File: config.mk
export PLATFORM = sky130hd
export DESIGN_NAME = inst_fetch
export DESIGN_NICKNAME = d
export VERILOG_FILES = /design/src/rtl/inst_fetch_pkg.sv /design/src/rtl/inst_fetch_icache.sv /design/src/rtl/inst_fetch.sv
export SDC_FILE = /design/constraint.sdc
export NUM_CORES = 1
export LEC_CHECK = 0
export BUFFER_PORTS_ARGS = -buffer_cell sky130_fd_sc_hd__buf_2
export CORE_MARGIN = 8
export CORE_UTILIZATION = 47
export DETAILED_ROUTE_END_ITERATION = 7
export PLACE_DENSITY = 0.76
export SETUP_SLACK_MARGIN = 0.5
export SYNTH_ARGS = -nofsm -noshare
export SYNTH_HDL_FRONTEND = slang
export SYNTH_SLANG_ARGS = --single-unit
File: constraint.sdc
create_clock -name clk -period 2.08 [get_ports clk]
set_input_delay 0.52 -clock clk [delete_from_list [all_inputs] [get_ports clk]]
set_output_delay 0.52 -clock clk [all_outputs]
set_load 0.01 [all_outputs]
File: src/rtl/inst_fetch_pkg.sv
// Shared widths, PC step and fetch FSM encodings for the instruction-fetch stage.
package inst_fetch_pkg;
  localparam int AddrBus = 32;
  localparam int InstBus = 32;
  localparam logic [AddrBus-1:0] PCStep = 32'd4;

  typedef enum logic {
    LOOKUP = 1'b0,
    MISS   = 1'b1
  } fetch_state_e;
endpackage

File: src/rtl/inst_fetch_icache.sv
// Direct-mapped one-word-per-line instruction cache: combinational lookup, synchronous fill.
module inst_fetch_icache
  import inst_fetch_pkg::*;
#(
  parameter int IDX_W = 8,
  parameter int TAG_W = AddrBus - IDX_W - 2
) (
  input  logic               clk,
  input  logic               rst,
  input  logic [IDX_W-1:0]   idx,
  input  logic [TAG_W-1:0]   tag,
  input  logic               we,
  input  logic [InstBus-1:0] wdata,
  output logic               hit,
  output logic [InstBus-1:0] rdata
);
  localparam int DEPTH = 1 << IDX_W;

  logic [DEPTH-1:0]   valid;
  logic [TAG_W-1:0]   tag_arr  [DEPTH];
  logic [InstBus-1:0] data_arr [DEPTH];

  assign hit   = valid[idx] && (tag_arr[idx] == tag);
  assign rdata = data_arr[idx];

  always_ff @(posedge clk) begin
    if (rst) begin
      valid <= '0;
    end else if (we) begin
      valid[idx] <= 1'b1;
    end
  end

  // Tag and data storage carry no reset; only the valid bits gate their use.
  always_ff @(posedge clk) begin
    if (we) begin
      tag_arr[idx]  <= tag;
      data_arr[idx] <= wdata;
    end
  end
endmodule

File: src/rtl/inst_fetch.sv
// Instruction fetch: PC, optional direct-mapped icache (ICACHE_EN), memctrl miss handshake, redirects.
module inst_fetch
  import inst_fetch_pkg::*;
#(
  parameter int                 ICACHE_IDX_W = 8,
  parameter logic [AddrBus-1:0] RESET_PC     = 32'h0
) (
  input  logic               clk,
  input  logic               rst,
  input  logic               rdy,
  output logic               oMEM_en,
  output logic [AddrBus-1:0] oMEM_addr,
  input  logic               iMEM_done,
  input  logic [InstBus-1:0] iMEM_inst,
  input  logic               iID_stall,
  output logic               oID_en,
  output logic [InstBus-1:0] oID_inst,
  output logic [AddrBus-1:0] oID_pc,
  input  logic               iROB_jump_en,
  input  logic [AddrBus-1:0] iROB_jump_pc
);
  fetch_state_e       state;
  logic [AddrBus-1:0] pc;
  logic               hit;
  logic [InstBus-1:0] rdata;

`ifdef ICACHE_EN
  logic [ICACHE_IDX_W-1:0]         idx;
  logic [AddrBus-ICACHE_IDX_W-3:0] tag;
  logic                            fill;

  assign idx  = pc[ICACHE_IDX_W+1:2];
  assign tag  = pc[AddrBus-1:ICACHE_IDX_W+2];
  // pc is stable throughout MISS, so the fill lands on the line that missed.
  assign fill = rdy && !iROB_jump_en && (state == MISS) && iMEM_done;

  inst_fetch_icache #(
    .IDX_W (ICACHE_IDX_W),
    .TAG_W (AddrBus - ICACHE_IDX_W - 2)
  ) u_icache (
    .clk   (clk),
    .rst   (rst),
    .idx   (idx),
    .tag   (tag),
    .we    (fill),
    .wdata (iMEM_inst),
    .hit   (hit),
    .rdata (rdata)
  );
`else
  assign hit   = 1'b0;
  assign rdata = '0;
`endif

  always_ff @(posedge clk) begin
    if (rst) begin
      pc        <= RESET_PC;
      state     <= LOOKUP;
      oMEM_en   <= 1'b0;
      oMEM_addr <= '0;
      oID_en    <= 1'b0;
      oID_inst  <= '0;
      oID_pc    <= '0;
    end else if (rdy) begin
      oID_en <= 1'b0;
      if (iROB_jump_en) begin
        pc      <= iROB_jump_pc;
        oMEM_en <= 1'b0;
        state   <= LOOKUP;
      end else begin
        case (state)
          LOOKUP: begin
            if (!iID_stall) begin
              if (hit) begin
                oID_en   <= 1'b1;
                oID_inst <= rdata;
                oID_pc   <= pc;
                pc       <= pc + PCStep;
              end else begin
                oMEM_en   <= 1'b1;
                oMEM_addr <= pc;
                state     <= MISS;
              end
            end
          end
          MISS: begin
            // Issued regardless of iID_stall: the queue reserves one slot for this.
            if (iMEM_done) begin
              oMEM_en  <= 1'b0;
              oID_en   <= 1'b1;
              oID_inst <= iMEM_inst;
              oID_pc   <= pc;
              pc       <= pc + PCStep;
              state    <= LOOKUP;
            end
          end
          default: state <= LOOKUP;
        endcase
      end
    end
  end
endmodule

==> summary.txt, run 1 <==
Routing
  – Vias per inst: 5.71
  – DR iter-0 viols: 598
  – Drt wl/cell: 17.7 um
  – DR pass1 iterations: 6
  – Via count: 6159
  – DRC: 0
  – Final wirelength: 19100 um
  – Antenna-violating nets left: 0

Critical path
  – Worst Path Arrival: 2.08 ns
  – Crit end category: flop
  – Slowest-stage cell, CP: or4_4
  – Worst Path Max Fanout: 7
  – Crit-path cells: nand4_1, or4_4, buf_6, or2_0, o221ai_1
  – Required time of the critical path: 2.40 ns
  – Critical setup path kind: reg2reg
  – Worst setup SP type: flop
  – Slowest stage delay, CP: ~0.62 ns

Logic synthesis
  – Register bit total from synthesis: between 100 and 150
  – YS warnings: 0
  – Post-synth ARST share: 0
  – Mapped Area: 5620 um2
  – Unique masters post-synth: 55
  – Post-Syn Area per Cell: 7.60 um2
  – EDFF count, synth: 0
  – Primary FF master, synth: dfxtp_1
  – Cells after Synth: ~740
  – Seq/Total Area, Yosys: 0.467
  – Synthesized Nets: 810

Finish
  – Post-route core utilization: 0.650
  – Filler cells: 1049
  – Commonest non-fill, non-tap cell in the layout: nand2_1
  – ANT cells: 0
  – Nets: 991
  – Share of post-route cells with drive strength above 1: 0.326
  – Synth-to-Final Area Change: 37.2%
  – Most frequent cells in the layout: nand2_1, buf_2, a21oi_1

STA
  – Final worst path period share: 0.846
  – Slew HR: 0.640
  – Finish-stage setup viols: 0
  – RSZ-0062 raised after global routing: yes
  – Period minus WS final: 1.76 ns
  – Hold_ws: 0.337 ns
  – Post-Route Skew: 0.00912 ns
  – Max-slew violations: 0
  – Final hold viol count: 0
  – Max Clock Freq: 568 MHz
  – Slew @ Worst Pin: 0.540 ns
  – Setup TNS: 0 ns

Floorplan
  – Overall die height: around 130 um
  – Initial Util: 0.473
  – Core ar.: ~12000 um2
  – Width of the die: 125 um
  – Die area: 15700 um2
  – I/O pins: 168
  – Cell row count: 40

Power and ir drop
  – Lkg Pwr: 3.22 nW
  – Worst vdd ir: ~0.55 mV
  – Power Density: around 810 nW/um2

Run
  – Max-Cap Viols: 0

Global route
  – Largest net degree at the start of global routing: 54
  – GR Layer Usage met3: 0.0829
  – Met1 usage: 0.277
  – Met2 GRT Util: 0.382
  – Total global routing overflow: 0
  – Antenna violations before repair: 0
  – Global-route wire length before repair: 29500 um
  – GRT Total Usage: 0.234
  – Most Crowded Layer GR: met2
  – Number of global-route vias before repair: 5685

Clock tree
  – H-tree levels: 4
  – Clock Sinks: 131
  – CTS tree: built
  – Clk Latency, worst-skew pair: around 0.42 ns
  – Hold-fix buffers, CTS: 0
  – Num CTS Buffers: 17
  – CTS max path bufs: 2
  – Reg clk slew, reported paths: 0.05 ns
  – Clk root buf: clkbuf_16

Placement
  – Number of port buffers: ~170
  – DPL Wire Length: ~13000 um
  – GPL Wtd Cong: 0.916

Status
  – Status: complete, no violations

Worst hold path
  – Hold Path Class: in2reg
## kinds of logic after synthesis
group / Yosys count / synth area share
AOI/OAI and AO/OA: 184 / 0.197
buffers and inverters: 70 / 0.0488
DFF: 131 / 0.467
muxes: 6 / 0.0111
and+or+nand+nor: 347 / 0.274
adders and majority gates: 1 / 0.00223
## state kept, by name, summed over array words and instances (netlist names)
signal	cells
state	1
oMEM_addr	32
oID_en	1
oID_pc	32
pc	32
oMEM_en	1
oID_inst	32
## per-layer routing
layer	routed length (um)	share of wire
met1	7840	0.41
met2	8990	0.47
met3	1760	0.092
met4	496	0.026
met5	0	0
## Yosys cell counts, types with 2 or more instances
| library cell | count | area (um2) |
|---|---|---|
| nand3b_1 | 2 | 15.0 |
| o22ai_1 | 6 | 37.5 |
| nand4_1 | 13 | 81.3 |
| or2_2 | 2 | 12.5 |
| mux2i_1 | 4 | 40.0 |
| a22oi_1 | 4 | 30.0 |
| nand2_1 | 233 | 875 |
| or2_0 | 4 | 25.0 |
| and3_1 | 12 | 75.1 |
| a32o_1 | 6 | 60.1 |
| inv_1 | 5 | 18.8 |
| nor2_1 | 20 | 75.1 |
| nand3_1 | 15 | 75.1 |
| a211oi_1 | 4 | 30.0 |
| a21o_1 | 2 | 15.0 |
| o211ai_1 | 3 | 22.5 |
| clkbuf_1 | 54 | 203 |
| buf_2 | 9 | 45.0 |
| a221oi_1 | 2 | 17.5 |
| a31oi_1 | 4 | 25.0 |
| nor4_1 | 8 | 50.1 |
| nand2b_1 | 2 | 12.5 |
| o221ai_1 | 3 | 26.3 |
| nor3_1 | 15 | 75.1 |
| a32oi_1 | 2 | 17.5 |
| buf_1 | 2 | 7.51 |
| a22o_1 | 4 | 35.0 |
| or3_1 | 6 | 37.5 |
| o21ai_0 | 10 | 50.1 |
| o41ai_1 | 2 | 17.5 |
| and2_1 | 3 | 18.8 |
| mux2_2 | 2 | 22.5 |
| o31ai_1 | 3 | 22.5 |
| a21oi_1 | 114 | 571 |
| dfxtp_1 | 131 | 2620 |
| and4_1 | 4 | 35.0 |
| or4_1 | 2 | 15.0 |
| o31a_1 | 4 | 35.0 |
| a211o_1 | 2 | 17.5 |
## worst paths after layout
check | end | slack [ns] | startpoint | cells past startpoint
worst max-delay path | pc[26] | 0.32 | pc[8] | 5
worst min-delay path | oID_inst[5] | 0.34 | iMEM_inst[5] | 3
worst max register to register | pc[26] | 0.32 | pc[8] | 5
worst min register to register | oID_inst[24] | 0.45 | oID_inst[24] | 2
## report_power, final
part           internal, mW  switching [mW]  total (mW)
sequential             2.56          0.0610        2.62
combinational         0.197           0.282       0.479
clock                  2.07            1.04        3.11
## critical path: cells and delay by family (launching register included)
family          cells  cell delay, ns
compound gates      1            0.18
simple gates        3            0.94
flops               1            0.38
buf+inv             1            0.16
## layout make-up
| type | count | area, um2 | share of cell area |
|---|---|---|---|
| Inverter | 5 | 18.8 | 0.00244 |
| Clock buffer | 28 | 527 | 0.0684 |
| Timing Repair Buffer | 227 | 1320 | 0.171 |
| Sequential cell | 131 | 2660 | 0.345 |
| Multi-Input combinational cell | 538 | 2910 | 0.377 |
| Tap cell | 147 | 184 | 0.0239 |
| Clock inverter | 3 | 90.1 | 0.0117 |
## what timing repair did
item / CTS / global route
setup buffers: 15 / 3
endpoints found under the setup margin: 25 / 31
resized for setup: 20 / 30
gates cloned: 0 / 0
pin swaps: 8 / 14
## per-stage QoR
step	std cells	cell area [um2]	setup WS, ns	power (mW)
CTS	1076	7570	0.289	6.23
floorplan	739	5810	0.360	2.93
global placement	1030	6790	0.205	3.11
detailed placement	1030	6790	0.122	3.11
global route	1079	7710	0.278	6.41
finish	1079	7710	0.319	6.21
Power figures use the tool's default switching activity.
==> inputs of run 2 (changes only) <==
--- a/config.mk
+++ b/config.mk
@@ -5,11 +5,12 @@
 export SDC_FILE = /design/constraint.sdc
 export NUM_CORES = 1
 export LEC_CHECK = 0
+export ABC_AREA = 1
 export BUFFER_PORTS_ARGS = -buffer_cell sky130_fd_sc_hd__buf_2
 export CORE_MARGIN = 8
-export CORE_UTILIZATION = 47
+export CORE_UTILIZATION = 46
 export DETAILED_ROUTE_END_ITERATION = 7
-export PLACE_DENSITY = 0.76
+export PLACE_DENSITY = 0.75
 export SETUP_SLACK_MARGIN = 0.5
 export SYNTH_ARGS = -nofsm -noshare
 export SYNTH_HDL_FRONTEND = slang
==> constraint.sdc (replaced) <==
create_clock -name clk -period 1.5 [get_ports clk]
set_input_delay 0.375 -clock clk [delete_from_list [all_inputs] [get_ports clk]]
set_output_delay 0.375 -clock clk [all_outputs]
set_load 0.01 [all_outputs]
==> run 2 against run 1 <==
The flow now finishes with violations (DRC, setup timing); worst hold slack worse by 0.17 ns; clock power is 33% higher; total power rose by 48%; final area rose by 41%; die area grew 0.29%; sequential share of layout area shrank 8.3 points; via count up 35%; first-iteration DRC count grew to 2.8 times the previous value; critical path type unchanged; critical endpoint is now pc[10]; largest power group unchanged; highest routed layer unchanged.
==> summary.txt, run 2 <==
Status
  – Status: complete, but fails checks
  – Failing checks: DRC, setup timing

Global route
  – Number of global-route vias before repair: 6799
  – GRT Total Usage: 0.285
  – Total global routing overflow: 0
  – Largest net degree at the start of global routing: just over 40
  – Antenna violations before repair: 1
  – Global-route wire length before repair: 35900 um

Finish
  – Post-route core utilization: 0.915
  – Commonest non-fill, non-tap cell in the layout: nand2_1
  – Final cell count without fillers: 1252
  – Share of post-route cells with drive strength above 1: 0.640
  – Final instance area: roughly 11000 um2
  – Most frequent cells in the layout: nand2_1, buf_6, dfxtp_2
  – Nets: 1162
  – Synth-to-Final Area Change: 96.8%

Power and ir drop
  – Combinational fraction of design power: 0.144
  – Switching share of power: 0.302
  – Switch Pwr: 2.78 mW
  – Part of the power in the clock network: 0.450
  – Sequential fraction of design power: 0.406
  – Int Pwr: 6.42 mW
  – Power Density: between 800 and 900 nW/um2
  – Worst vdd ir: roughly 1.0 mV
  – Lkg Pwr: 4.59 nW

Logic synthesis
  – Synthesized Nets: 867
  – Post-Syn Area per Cell: 6.93 um2
  – Most common cell in the netlist: nand2_1
  – Top-area cell type share of the netlist area: 0.476
  – Mapped Area: 5510 um2
  – Cell taking the most area after synthesis: dfxtp_1
  – Post-synth ARST share: 0
  – Most frequent cells after synthesis: nand2_1, nor2_1, dfxtp_1
  – Seq/Total Area, Yosys: 0.476
  – Primary FF master, synth: dfxtp_1
  – Area contributors post-synth: dfxtp_1, o21ai_0, nand2_1
  – Cells after Synth: 796
  – Unique masters post-synth: 26
  – YS warnings: 0
  – Register bit total from synthesis: 131
  – EDFF count, synth: 0

STA
  – Slew @ Worst Pin: slightly above 0.5 ns
  – Final worst path period share: 1.33
  – Slew HR: 0.659
  – Setup TNS: -3.40 ns
  – Max Clock Freq: approximately 500 MHz
  – Final hold viol count: 0
  – Post-route setup slack: -0.497 ns
  – RSZ-0062 raised after global routing: yes
  – Post-Route Skew: 0.0129 ns
  – Finish-stage setup viols: 37
  – Period minus WS final: 2.00 ns
  – Max-slew violations: 0

Routing
  – Drt wl/cell: between 20 and 30 um
  – DR pass1 iterations: 8
  – Via count: between 8000 and 9000
  – DR iter-0 viols: 1696
  – Antenna-violating nets left: 0
  – Vias per inst: 6.65
  – Final wirelength: 36600 um
  – DRC: 4

Floorplan
  – Overall die height: 125 um
  – Die area: 15700 um2
  – Initial Util: 0.465
  – Cell row count: 40
  – Width of the die: 125 um
  – I/O pins: around 170
  – Core ar.: roughly 12000 um2

Run
  – Max-Cap Viols: 0

Placement
  – DPL Wire Length: 12300 um
  – Placed Area: 6900 um2
  – Number of port buffers: 167
  – GPL Wtd Cong: 0.898
  – Pre-CTS setup slack: about 0.053 ns
  – Post-Place Cells: 1094

Critical path
  – Worst reg-to-reg path cell count: 7
  – Worst reg2reg endpoint: pc[10]
  – Worst Path Max Fanout: 4
  – Slowest-stage cell, CP: dfxtp_4
  – Worst setup SP type: flop
  – CP top delay family: simple AND/OR/NAND/NOR gates
  – Crit end category: flop
  – Worst Path Arrival: 2.35 ns
  – Critical setup path kind: reg2reg
  – R2R setup slack: -0.50 ns
  – WP buf/inv: 0
  – R2r startpoint: pc[3]
  – Required time of the critical path: 1.86 ns
  – Slowest stage delay, CP: 0.40 ns
  – Crit-path cells: ha_4, nand2_4, nor2_1, nand3_1, o21ai_1, nand2_1, a21oi_1

Clock tree
  – Num CTS Buffers: 17
  – CTS tree: built
  – Reg clk slew, reported paths: 0.07 ns
  – H-tree levels: 4
  – Hold-fix buffers, CTS: 0
  – Clk root buf: clkbuf_16
  – CTS max path bufs: 2
  – Clock Sinks: 131
  – Clk Latency, worst-skew pair: 0.45 ns

Worst hold path
  – Hold-critical path depth: 3
  – Hold Crit Endpoint: oID_inst[26]
  – HP Start: iMEM_inst[26]
  – Hold Path Class: in2reg
==> run 2: timing repair <==
| item | in CTS | in global routing |
|---|---|---|
| endpoints found under the setup margin | 224 | 227 |
| resized for setup | 384 | 231 |
| gates cloned | 18 | 2 |
| buffers inserted | 34 | 71 |
| pin swaps | 35 | 57 |
==> run 2: worst max path at each step <==
stage	from	end	slack (ns)	cells after the start
finish	pc[3]	pc[10]	-0.50	7
global route	pc[3]	pc[10]	-0.56	7
CTS	pc[3]	pc[28]	0.14	10
detailed placement	rdy	oID_pc[23]	0.05	6
global placement	iROB_jump_en	pc[31]	0.06	8
floorplan	pc[3]	pc[30]	0.25	10
==> run 2: per-layer routing <==
metal  GRT usage  vias up  share of wire
li1            -     3211              -
met1       0.318     3730           0.32
met2       0.494      978           0.43
met3      0.0956      402           0.15
met4       0.107        0           0.10
met5           0        -              0
==> run 2: area by class of cell <==
type                    count  area [um2]
clock inverters            12        81.3
diodes                      1        2.50
flip-flops and latches    131        2850
fillers                   382        1010
clock buffers              20         467
repair buffers            320        3400
well taps                 147         184
inverters                  41         181
multi-input cells         580        3690
==> run 2: cell families (layout without fill, tap and decap cells) <==
group,Yosys count,count (layout),synth area share
buffers and inverters,85,393,0.0642
other,0,1,0
DFF,131,131,0.476
adders and majority gates,1,1,0.00227
AOI/OAI and AO/OA,209,209,0.193
and+or+nand+nor,370,370,0.265
==> run 2: worst register-to-register path: cells and delay by family, from the launching register on <==
| family | cells | cell delay [ns] |
|---|---|---|
| adders and majority gates | 1 | 0.17 |
| and+or+nand+nor | 4 | 0.85 |
| AOI/OAI and AO/OA | 2 | 0.47 |
| DFF | 1 | 0.40 |
==> run 2: power groups by stage <==
stage / clock, mW / combinational (mW) / sequential (mW)
floorplan: 0 / 0.374 / 3.78
global placement: 0 / 0.699 / 3.76
detailed placement: 0 / 0.707 / 3.76
CTS: 3.86 / 1.00 / 3.72
global route: 4.22 / 1.36 / 3.74
finish: 4.14 / 1.33 / 3.73
==> run 2: metrics by stage <==
step                hold WS (ns)  power (mW)
global route               0.168        9.32
detailed placement         0.471        4.47
finish                     0.165        9.20
CTS                        0.154        8.58
floorplan                  0.442        4.15
global placement           0.459        4.46
